## src/rtl/change_dispenser.sv

```systemverilog
// change_dispenser
//   Accepts a change amount over a valid/ready handshake and releases coins
//   one at a time, greedy largest-first, as one-cycle strobes. A per-coin
//   inventory is tracked. Whatever the inventory cannot cover is reported
//   on 'short'.
//
//   Optional feature macro: CHANGE_PENNY_EN adds a penny inventory, the
//   coin_p strobe and the penny count.
//
// Ports
//   clk, rst_n        clock, asynchronous active-low reset
//   req_valid/ready   request handshake; req_amount in cents
//   restock_valid     add restock_qty coins of type restock_sel (IDLE only);
//                     0 = nickel, 1 = dime, 2 = quarter, 3 = penny
//   coin_q/d/n(/p)    one-cycle coin release strobes
//   quarter/dime/nickel(/penny)
//                     coin counts of the last request
//   short             cents not dispensed on the last request
//   done              one-cycle end-of-request pulse
//   busy              high whenever the block is not idle
module change_dispenser #(
    parameter int unsigned AMT_W      = 7,
    parameter int unsigned CNT_W      = 4,
    parameter int unsigned INV_W      = 8,
    parameter int unsigned INV_INIT   = 8,
    parameter int unsigned GAP_CYCLES = 1
) (
    input  logic             clk,
    input  logic             rst_n,
    input  logic             req_valid,
    input  logic [AMT_W-1:0] req_amount,
    output logic             req_ready,
    input  logic             restock_valid,
    input  logic [1:0]       restock_sel,
    input  logic [INV_W-1:0] restock_qty,
    output logic             coin_q,
    output logic             coin_d,
    output logic             coin_n,
    output logic [CNT_W-1:0] quarter,
    output logic [CNT_W-1:0] dime,
    output logic [CNT_W-1:0] nickel,
    output logic [AMT_W-1:0] short,
    output logic             done,
    output logic             busy
`ifdef CHANGE_PENNY_EN
    ,
    output logic             coin_p,
    output logic [CNT_W-1:0] penny
`endif
);

    typedef enum logic [2:0] {
        S_IDLE,
        S_SELECT,
        S_PULSE,
        S_GAP,
        S_DONE
    } state_t;

    typedef enum logic [1:0] {
        PICK_N,
        PICK_D,
        PICK_Q,
        PICK_P
    } pick_t;

    state_t           state;
    pick_t            pick;
    logic [AMT_W-1:0] rem;
    logic [3:0]       gap_cnt;
    logic [INV_W-1:0] inv_q;
    logic [INV_W-1:0] inv_d;
    logic [INV_W-1:0] inv_n;
`ifdef CHANGE_PENNY_EN
    logic [INV_W-1:0] inv_p;
`endif

    function automatic logic [INV_W-1:0] sat_add(input logic [INV_W-1:0] a,
                                                 input logic [INV_W-1:0] b);
        logic [INV_W:0] s;
        s = {1'b0, a} + {1'b0, b};
        return s[INV_W] ? '1 : s[INV_W-1:0];
    endfunction

    function automatic logic [CNT_W-1:0] sat_inc(input logic [CNT_W-1:0] c);
        return (c == '1) ? c : c + CNT_W'(1);
    endfunction

    // Strobes, done, req_ready and busy are all registered alongside the
    // state so every output comes straight from a flop.
    always_ff @(posedge clk or negedge rst_n) begin
        if (!rst_n) begin
            state     <= S_IDLE;
            pick      <= PICK_N;
            rem       <= '0;
            gap_cnt   <= '0;
            inv_q     <= INV_W'(INV_INIT);
            inv_d     <= INV_W'(INV_INIT);
            inv_n     <= INV_W'(INV_INIT);
            req_ready <= 1'b1;
            busy      <= 1'b0;
            done      <= 1'b0;
            coin_q    <= 1'b0;
            coin_d    <= 1'b0;
            coin_n    <= 1'b0;
            quarter   <= '0;
            dime      <= '0;
            nickel    <= '0;
            short     <= '0;
`ifdef CHANGE_PENNY_EN
            inv_p     <= INV_W'(INV_INIT);
            coin_p    <= 1'b0;
            penny     <= '0;
`endif
        end else begin
            coin_q <= 1'b0;
            coin_d <= 1'b0;
            coin_n <= 1'b0;
            done   <= 1'b0;
`ifdef CHANGE_PENNY_EN
            coin_p <= 1'b0;
`endif
            case (state)
                S_IDLE: begin
                    if (restock_valid) begin
                        case (restock_sel)
                            2'd0: inv_n <= sat_add(inv_n, restock_qty);
                            2'd1: inv_d <= sat_add(inv_d, restock_qty);
                            2'd2: inv_q <= sat_add(inv_q, restock_qty);
                            default: begin
`ifdef CHANGE_PENNY_EN
                                inv_p <= sat_add(inv_p, restock_qty);
`endif
                            end
                        endcase
                    end
                    if (req_valid) begin
                        rem       <= req_amount;
                        quarter   <= '0;
                        dime      <= '0;
                        nickel    <= '0;
                        short     <= '0;
`ifdef CHANGE_PENNY_EN
                        penny     <= '0;
`endif
                        req_ready <= 1'b0;
                        busy      <= 1'b1;
                        state     <= S_SELECT;
                    end
                end

                S_SELECT: begin
                    if (rem >= AMT_W'(25) && inv_q != '0) begin
                        pick   <= PICK_Q;
                        coin_q <= 1'b1;
                        state  <= S_PULSE;
                    end else if (rem >= AMT_W'(10) && inv_d != '0) begin
                        pick   <= PICK_D;
                        coin_d <= 1'b1;
                        state  <= S_PULSE;
                    end else if (rem >= AMT_W'(5) && inv_n != '0) begin
                        pick   <= PICK_N;
                        coin_n <= 1'b1;
                        state  <= S_PULSE;
`ifdef CHANGE_PENNY_EN
                    end else if (rem != '0 && inv_p != '0) begin
                        pick   <= PICK_P;
                        coin_p <= 1'b1;
                        state  <= S_PULSE;
`endif
                    end else begin
                        short <= rem;
                        done  <= 1'b1;
                        state <= S_DONE;
                    end
                end

                S_PULSE: begin
                    case (pick)
                        PICK_Q: begin
                            rem     <= rem - AMT_W'(25);
                            inv_q   <= inv_q - INV_W'(1);
                            quarter <= sat_inc(quarter);
                        end
                        PICK_D: begin
                            rem   <= rem - AMT_W'(10);
                            inv_d <= inv_d - INV_W'(1);
                            dime  <= sat_inc(dime);
                        end
                        PICK_N: begin
                            rem    <= rem - AMT_W'(5);
                            inv_n  <= inv_n - INV_W'(1);
                            nickel <= sat_inc(nickel);
                        end
                        default: begin
`ifdef CHANGE_PENNY_EN
                            rem   <= rem - AMT_W'(1);
                            inv_p <= inv_p - INV_W'(1);
                            penny <= sat_inc(penny);
`endif
                        end
                    endcase
                    if (GAP_CYCLES == 0) begin
                        state <= S_SELECT;
                    end else begin
                        gap_cnt <= 4'(GAP_CYCLES - 1);
                        state   <= S_GAP;
                    end
                end

                S_GAP: begin
                    if (gap_cnt == '0) begin
                        state <= S_SELECT;
                    end else begin
                        gap_cnt <= gap_cnt - 4'd1;
                    end
                end

                S_DONE: begin
                    req_ready <= 1'b1;
                    busy      <= 1'b0;
                    state     <= S_IDLE;
                end

                default: begin
                    req_ready <= 1'b1;
                    busy      <= 1'b0;
                    state     <= S_IDLE;
                end
            endcase
        end
    end

endmodule

```

## config.mk

```make
export PLATFORM = sky130hd
export DESIGN_NAME = change_dispenser
export DESIGN_NICKNAME = d
export VERILOG_FILES = /design/src/rtl/change_dispenser.sv
export SDC_FILE = /design/constraint.sdc
export NUM_CORES = 1
export LEC_CHECK = 0
export CORE_MARGIN = 2
export CORE_UTILIZATION = 46
export CTS_BUF_LIST = sky130_fd_sc_hd__clkbuf_4
export CTS_CLUSTER_DIAMETER = 60
export CTS_CLUSTER_SIZE = 25
export DETAILED_ROUTE_END_ITERATION = 10
export DONT_BUFFER_PORTS = 1
export GPL_ROUTABILITY_DRIVEN = 0
export SLEW_MARGIN = 5
export SYNTH_ARGS = -nofsm -noshare
export SYNTH_HDL_FRONTEND = slang
export SYNTH_SLANG_ARGS = --single-unit
```

## constraint.sdc

```tcl
create_clock -name clk -period 4.46 [get_ports clk]
set_clock_uncertainty 0.2 [all_clocks]
set_input_delay 1.115 -clock clk [delete_from_list [all_inputs] [get_ports clk]]
set_output_delay 1.115 -clock clk [all_outputs]
set_load 0.1 [all_outputs]
```

# Word level (Yosys, flattened, before mapping)
# Cells that the tools add are included.
# word_totals
register_bits,65
inputBits,21
out_inout_bits,25
elab_cells,149
# classes
add_sub_neg,13
order_cmp,3
n_eq_ne,27
n_mux,61
bitwise_logic,1
reduce_logical,27
# op_table
operator,count
2-to-1 mux 8 bit,12
one-hot mux 8 bit (2 select lines),3
2-to-1 mux 7 bit,5
2-to-1 mux 4 bit,8
one-hot mux 4 bit (2 select lines),4
one-hot mux 7 bit (2 select lines),2
adder 8 x 8 -> 9 bit,3
AND reduction 4 bit,6
nonzero test 8 bit,3
"subtractor 8 x 1 -> 8 bit, second input constant",3
one-hot mux 7 bit (3 select lines),1
"inequality test 2 bit, second input constant",10
2-to-1 mux 1 bit,15
2-to-1 mux 3 bit,5
"adder 4 x 1 -> 4 bit, second input constant",3
"equality test 4 bit, second input constant",3
"inequality test 2 x 1 -> 1 bit, second input constant",6
one-hot mux 3 bit (4 select lines),1
AND reduction 2 bit,4
">= comparator 7 x 3 -> 1 bit, second input constant",1
">= comparator 7 x 4 -> 1 bit, second input constant",1
">= comparator 7 x 5 -> 1 bit, second input constant",1
"subtractor 7 x 3 -> 7 bit, second input constant",1
"subtractor 7 x 4 -> 7 bit, second input constant",1
19 further kinds,30

# Logic depth before layout (Yosys ltp)
# logic_depth
word_depth,6
mapped_depth,9

# Least setup slack after synthesis
# Ideal clock, no wire load.
# synth_timing
kind,input to register
start,in restock_qty[0]
end,reg inv_d[4]
setup_time_ns,0.123
arrival_time_ns,2.667
required_time_ns,4.137
path_slack_ns,1.471
cell_stages,7
cell_sequence,ha_1 > fa_1 > a21oi_1 > o21ai_0 > a21oi_1 > a21oi_1 > o221a_2
# synth_between
elab_chain_len,5
# synth_rtl
element,line_no,rtl
start: declaration,35,"input logic [INV_W-1:0] restock_qty,"
adder 8 x 8 -> 9 bit,81,"s = {1'b0, a} + {1'b0, b};"
2-to-1 mux 8 bit,82,return s[INV_W] ? '1 : s[INV_W-1:0];
2-to-1 mux 8 bit,126,case (restock_sel)
2-to-1 mux 8 bit,125,if (restock_valid) begin
one-hot mux 8 bit (2 select lines),123,case (state)
end signal: assignment,98,inv_d <= INV_W'(INV_INIT);
end signal: assignment,128,"2'd1: inv_d <= sat_add(inv_d, restock_qty);"
end signal: assignment,187,inv_d <= inv_d - INV_W'(1);
end: declaration,72,logic [INV_W-1:0] inv_d;
# Every way passes these cells. The select of a mux whose other input is x is not followed.
# A chain may end at the register's enable or synchronous reset.

# Worst setup path in the final report
# layout_timing
start,reg state[1]
end,reg dime[3]
# layout_between
elab_chain_len,3
elab_cells_between_ends,8
cone_classes,eq/ne (4); mux (1); reduce/logical (3)
# layout_rtl
element,line_no,rtl
start: declaration,67,state_t state;
start signal: assignment,93,state <= S_IDLE;
start signal: assignment,148,state <= S_SELECT;
start signal: assignment,156,state <= S_PULSE;
equality test 3 x 2 -> 1 bit / zero test 3 bit (equally long branches),123,
inequality test 2 x 1 -> 1 bit (no source line) (tied with other cells),n/a,
AND reduction 4 bit (no source line),n/a,
end signal: assignment,188,dime <= sat_inc(dime);
end: declaration,40,"output logic [CNT_W-1:0] dime,"
# Parallel ways exist; a longest one is shown, timed or not.

==> reports/qor.csv <==
metric,value,unit
synthFlopType,dfrtp_1,
leakage,2.324,nW
yosys.area.top_type,dfrtp_1,
rows,37,
cts_sinks,65,
setup-violations-final,0,
grt_usage,23.16,%
slowest_delay,0.96,ns
synth_fp_nets,634,
numPortBuffers,0,
post-dp-hpwl,9175,um
period_share,66.07,%
overflow,0,
worst-setup-path-type,reg2reg,
start_util,47.57,%
die_y,107.3,um
hold_violations,0,
finalCriticalPeriod,2.947,ns
wirelength,12600,um
cp.required,4.61,ns
finalSetupTns,0,ns
worstHoldPathType,in2async,
grt_use_met1,30.34,%
cts-root-buf,clkbuf_4,
cp-start-kind,register,
grt_pass1_vias,4154,
cts_setup_buffers,0,
crit_buf_inv,1,
clkTransAtPathRegs,0.13,ns
diodes,0,
yosys-top-cells-count,"61 x dfrtp_1, 54 x a21oi_1, 48 x nand2_1",
synth_seq_cells,65,
via_per_inst,6.111,
antenna_found_initial,0,
fin_ws,1.513,ns
synth_edf_count,0,
power.total,3.712,mW
layout-drive-gt1-share,9.204,%
dp_slack,1.251,ns
layout.nets,627,
wire_per_inst,17.97,um
met2_usage,39.33,%
clk_path_buf_depth,2,
fmax,339.3,MHz
coreArea,0.01032,mm2
max-slew-margin-rel,33.00,%
clkLatencyLatePin,0.42,ns
drc,0,
n_fill_cell,987,
synth_area_per_cell,8.661,um2
peakVddDrop,0.0002824,V
htree_levels,3,
ff2ff_setup_slack,1.51,ns
yosysWarningCount,0,
first_iter_violations,257,
firstDrtPassIters,4,
top_usage_layer,met2,
synth_cell_types,70,
cts_buffers,9,
ios,46,
tightestPinTransition,1.005,ns
outcome,finished clean,
ant_nets,0,
areaGrowthSynthToFinish,3.975,%
cpMaxStageDelayCell,dfrtp_1,
grt_pass1_wl,21100,um
rsz0062_at_grt,false,
end_kind,register,
grt_max_degree,66,
path_cells,nor3b_2 -> buf_4 -> nand3_1 -> or3_1 -> a21oi_1,
dr_total_vias,4284,
p_per_area,727.0,mW/mm2
yosysTopAreaCellShare,31.08,%
synth.most_common_cell,dfrtp_1,
cp.arrival,3.10,ns
cts_hold_buf,0,
fp.dieW,107.3,um
syn-instance-count,567,
ys_async_sr_fraction,100.0,%
drv_slew,0,
grt_use_met3,3.814,%
seq_area_frac_synth,33.22,%
synth_area_leaders,"dfrtp_1 31%, ha_1 11%, a21oi_1 5.5%",
synth_area,0.004911,mm2
crit_family,simple AND/OR/NAND/NOR gates,
die_area,0.01152,mm2
worst-path-max-fanout,29,
drv_cap,0,
ctsResizeCount,0,
cts_tree,yes,
## where the power goes
part	total (mW)	switching (mW)	internal [mW]	leakage, nW
clock network	0.356	0.244	0.112	0.0558
registers	1.41	0.621	0.785	0.830
logic	1.95	1.13	0.820	1.44
## worst register-to-register path, delay by kind of cell (launching register included)
kind	cells	cell delay [ns]
AO/OA/AOI/OAI	1	0.14
AND/OR/NAND/NOR	3	1.23
flip-flops	1	0.96
buffers and inverters	1	0.35
## per-layer routing
metal | vias up | share of wire (%)
li1 | 2098 | -
met1 | 2068 | 46
met2 | 101 | 48
met3 | 17 | 4.4
met4 | 0 | 1.3
met5 | - | 0
## kinds of logic after synthesis
logic type / share of synthesized area [%]
AND/OR/NAND/NOR: 20.82
AO/OA/AOI/OAI: 23.21
flip-flops: 33.22
buffers and inverters: 4.713
adder cells (fa/ha/maj): 12.18
XOR/XNOR: 3.389
multiplexers: 2.471
## final cells by class
class | instances | area, um2 | share of cell area [%]
clock buffers | 9 | 67.56 | 1.323
clock inverters | 7 | 45.04 | 0.8821
inverters | 31 | 116.4 | 2.279
multi-input cells | 450 | 3053 | 59.79
flip-flops and latches | 65 | 1632 | 31.95
well taps | 136 | 170.2 | 3.333
repair buffers | 3 | 22.52 | 0.4411
## cell usage in the layout (no fill, tap or decap), types with 5 or more instances in the layout
cell and count:
o21bai_1 5, o221a_2 6, and3_1 9, nor4_1 9, xor2_1 12, xnor2_1 7
nand2b_1 7, nor3_1 18, nand2_1 48, mux2i_1 11, or2_2 5, ha_1 43
nor2_1 41, clkbuf_4 9, a211oi_1 7, a221oi_1 5, inv_1 31, dfrtp_1 61
a31oi_1 8, o21ai_0 43, nand3_1 22, o211ai_1 5, a21oi_1 54, o22ai_1 6
a21o_1 9, nand4_1 10
## flip-flops by register name, summed over array words and instances, names as in the netlist
signal	count
busy	1
coin_d	1
coin_n	1
coin_q	1
dime	4
done	1
gap_cnt	4
inv_d	8
inv_n	8
inv_q	8
nickel	4
pick	2
quarter	4
rem	7
req_ready	1
short	7
state	3
## stage by stage
stage | hold WS [ns] | util (%) | instance area [um2] | cells
6_report | 0.1647 | 49.46 | 5106 | 701
5_1_grt | 0.1148 | 49.46 | 5106 | 701
4_1_cts | 0.1285 | 49.46 | 5106 | 701
3_5_place_dp | 0.3142 | 48.37 | 4994 | 685
3_3_place_gp | 0.3159 | 48.37 | 4994 | 685
2_1_floorplan | 0.2807 | - | 4911 | 567
## final timing paths
kind,start,cells past startpoint,to
worst max register to register,state[1]$_DFFE_PN0P_,5,dime[3]$_DFFE_PN0P_
worst min-delay path,rst_n,0,inv_q[2]$_DFFE_PN0P_
max in group asynchronous,rst_n,0,req_ready$_DFFE_PN1P_
worst min register to register,gap_cnt[0]$_DFFE_PN0P_,1,gap_cnt[0]$_DFFE_PN0P_
worst max-delay path,state[1]$_DFFE_PN0P_,5,dime[3]$_DFFE_PN0P_
min in group clk,gap_cnt[0]$_DFFE_PN0P_,1,gap_cnt[0]$_DFFE_PN0P_
No activity file was read; power rests on OpenSTA's default activity.
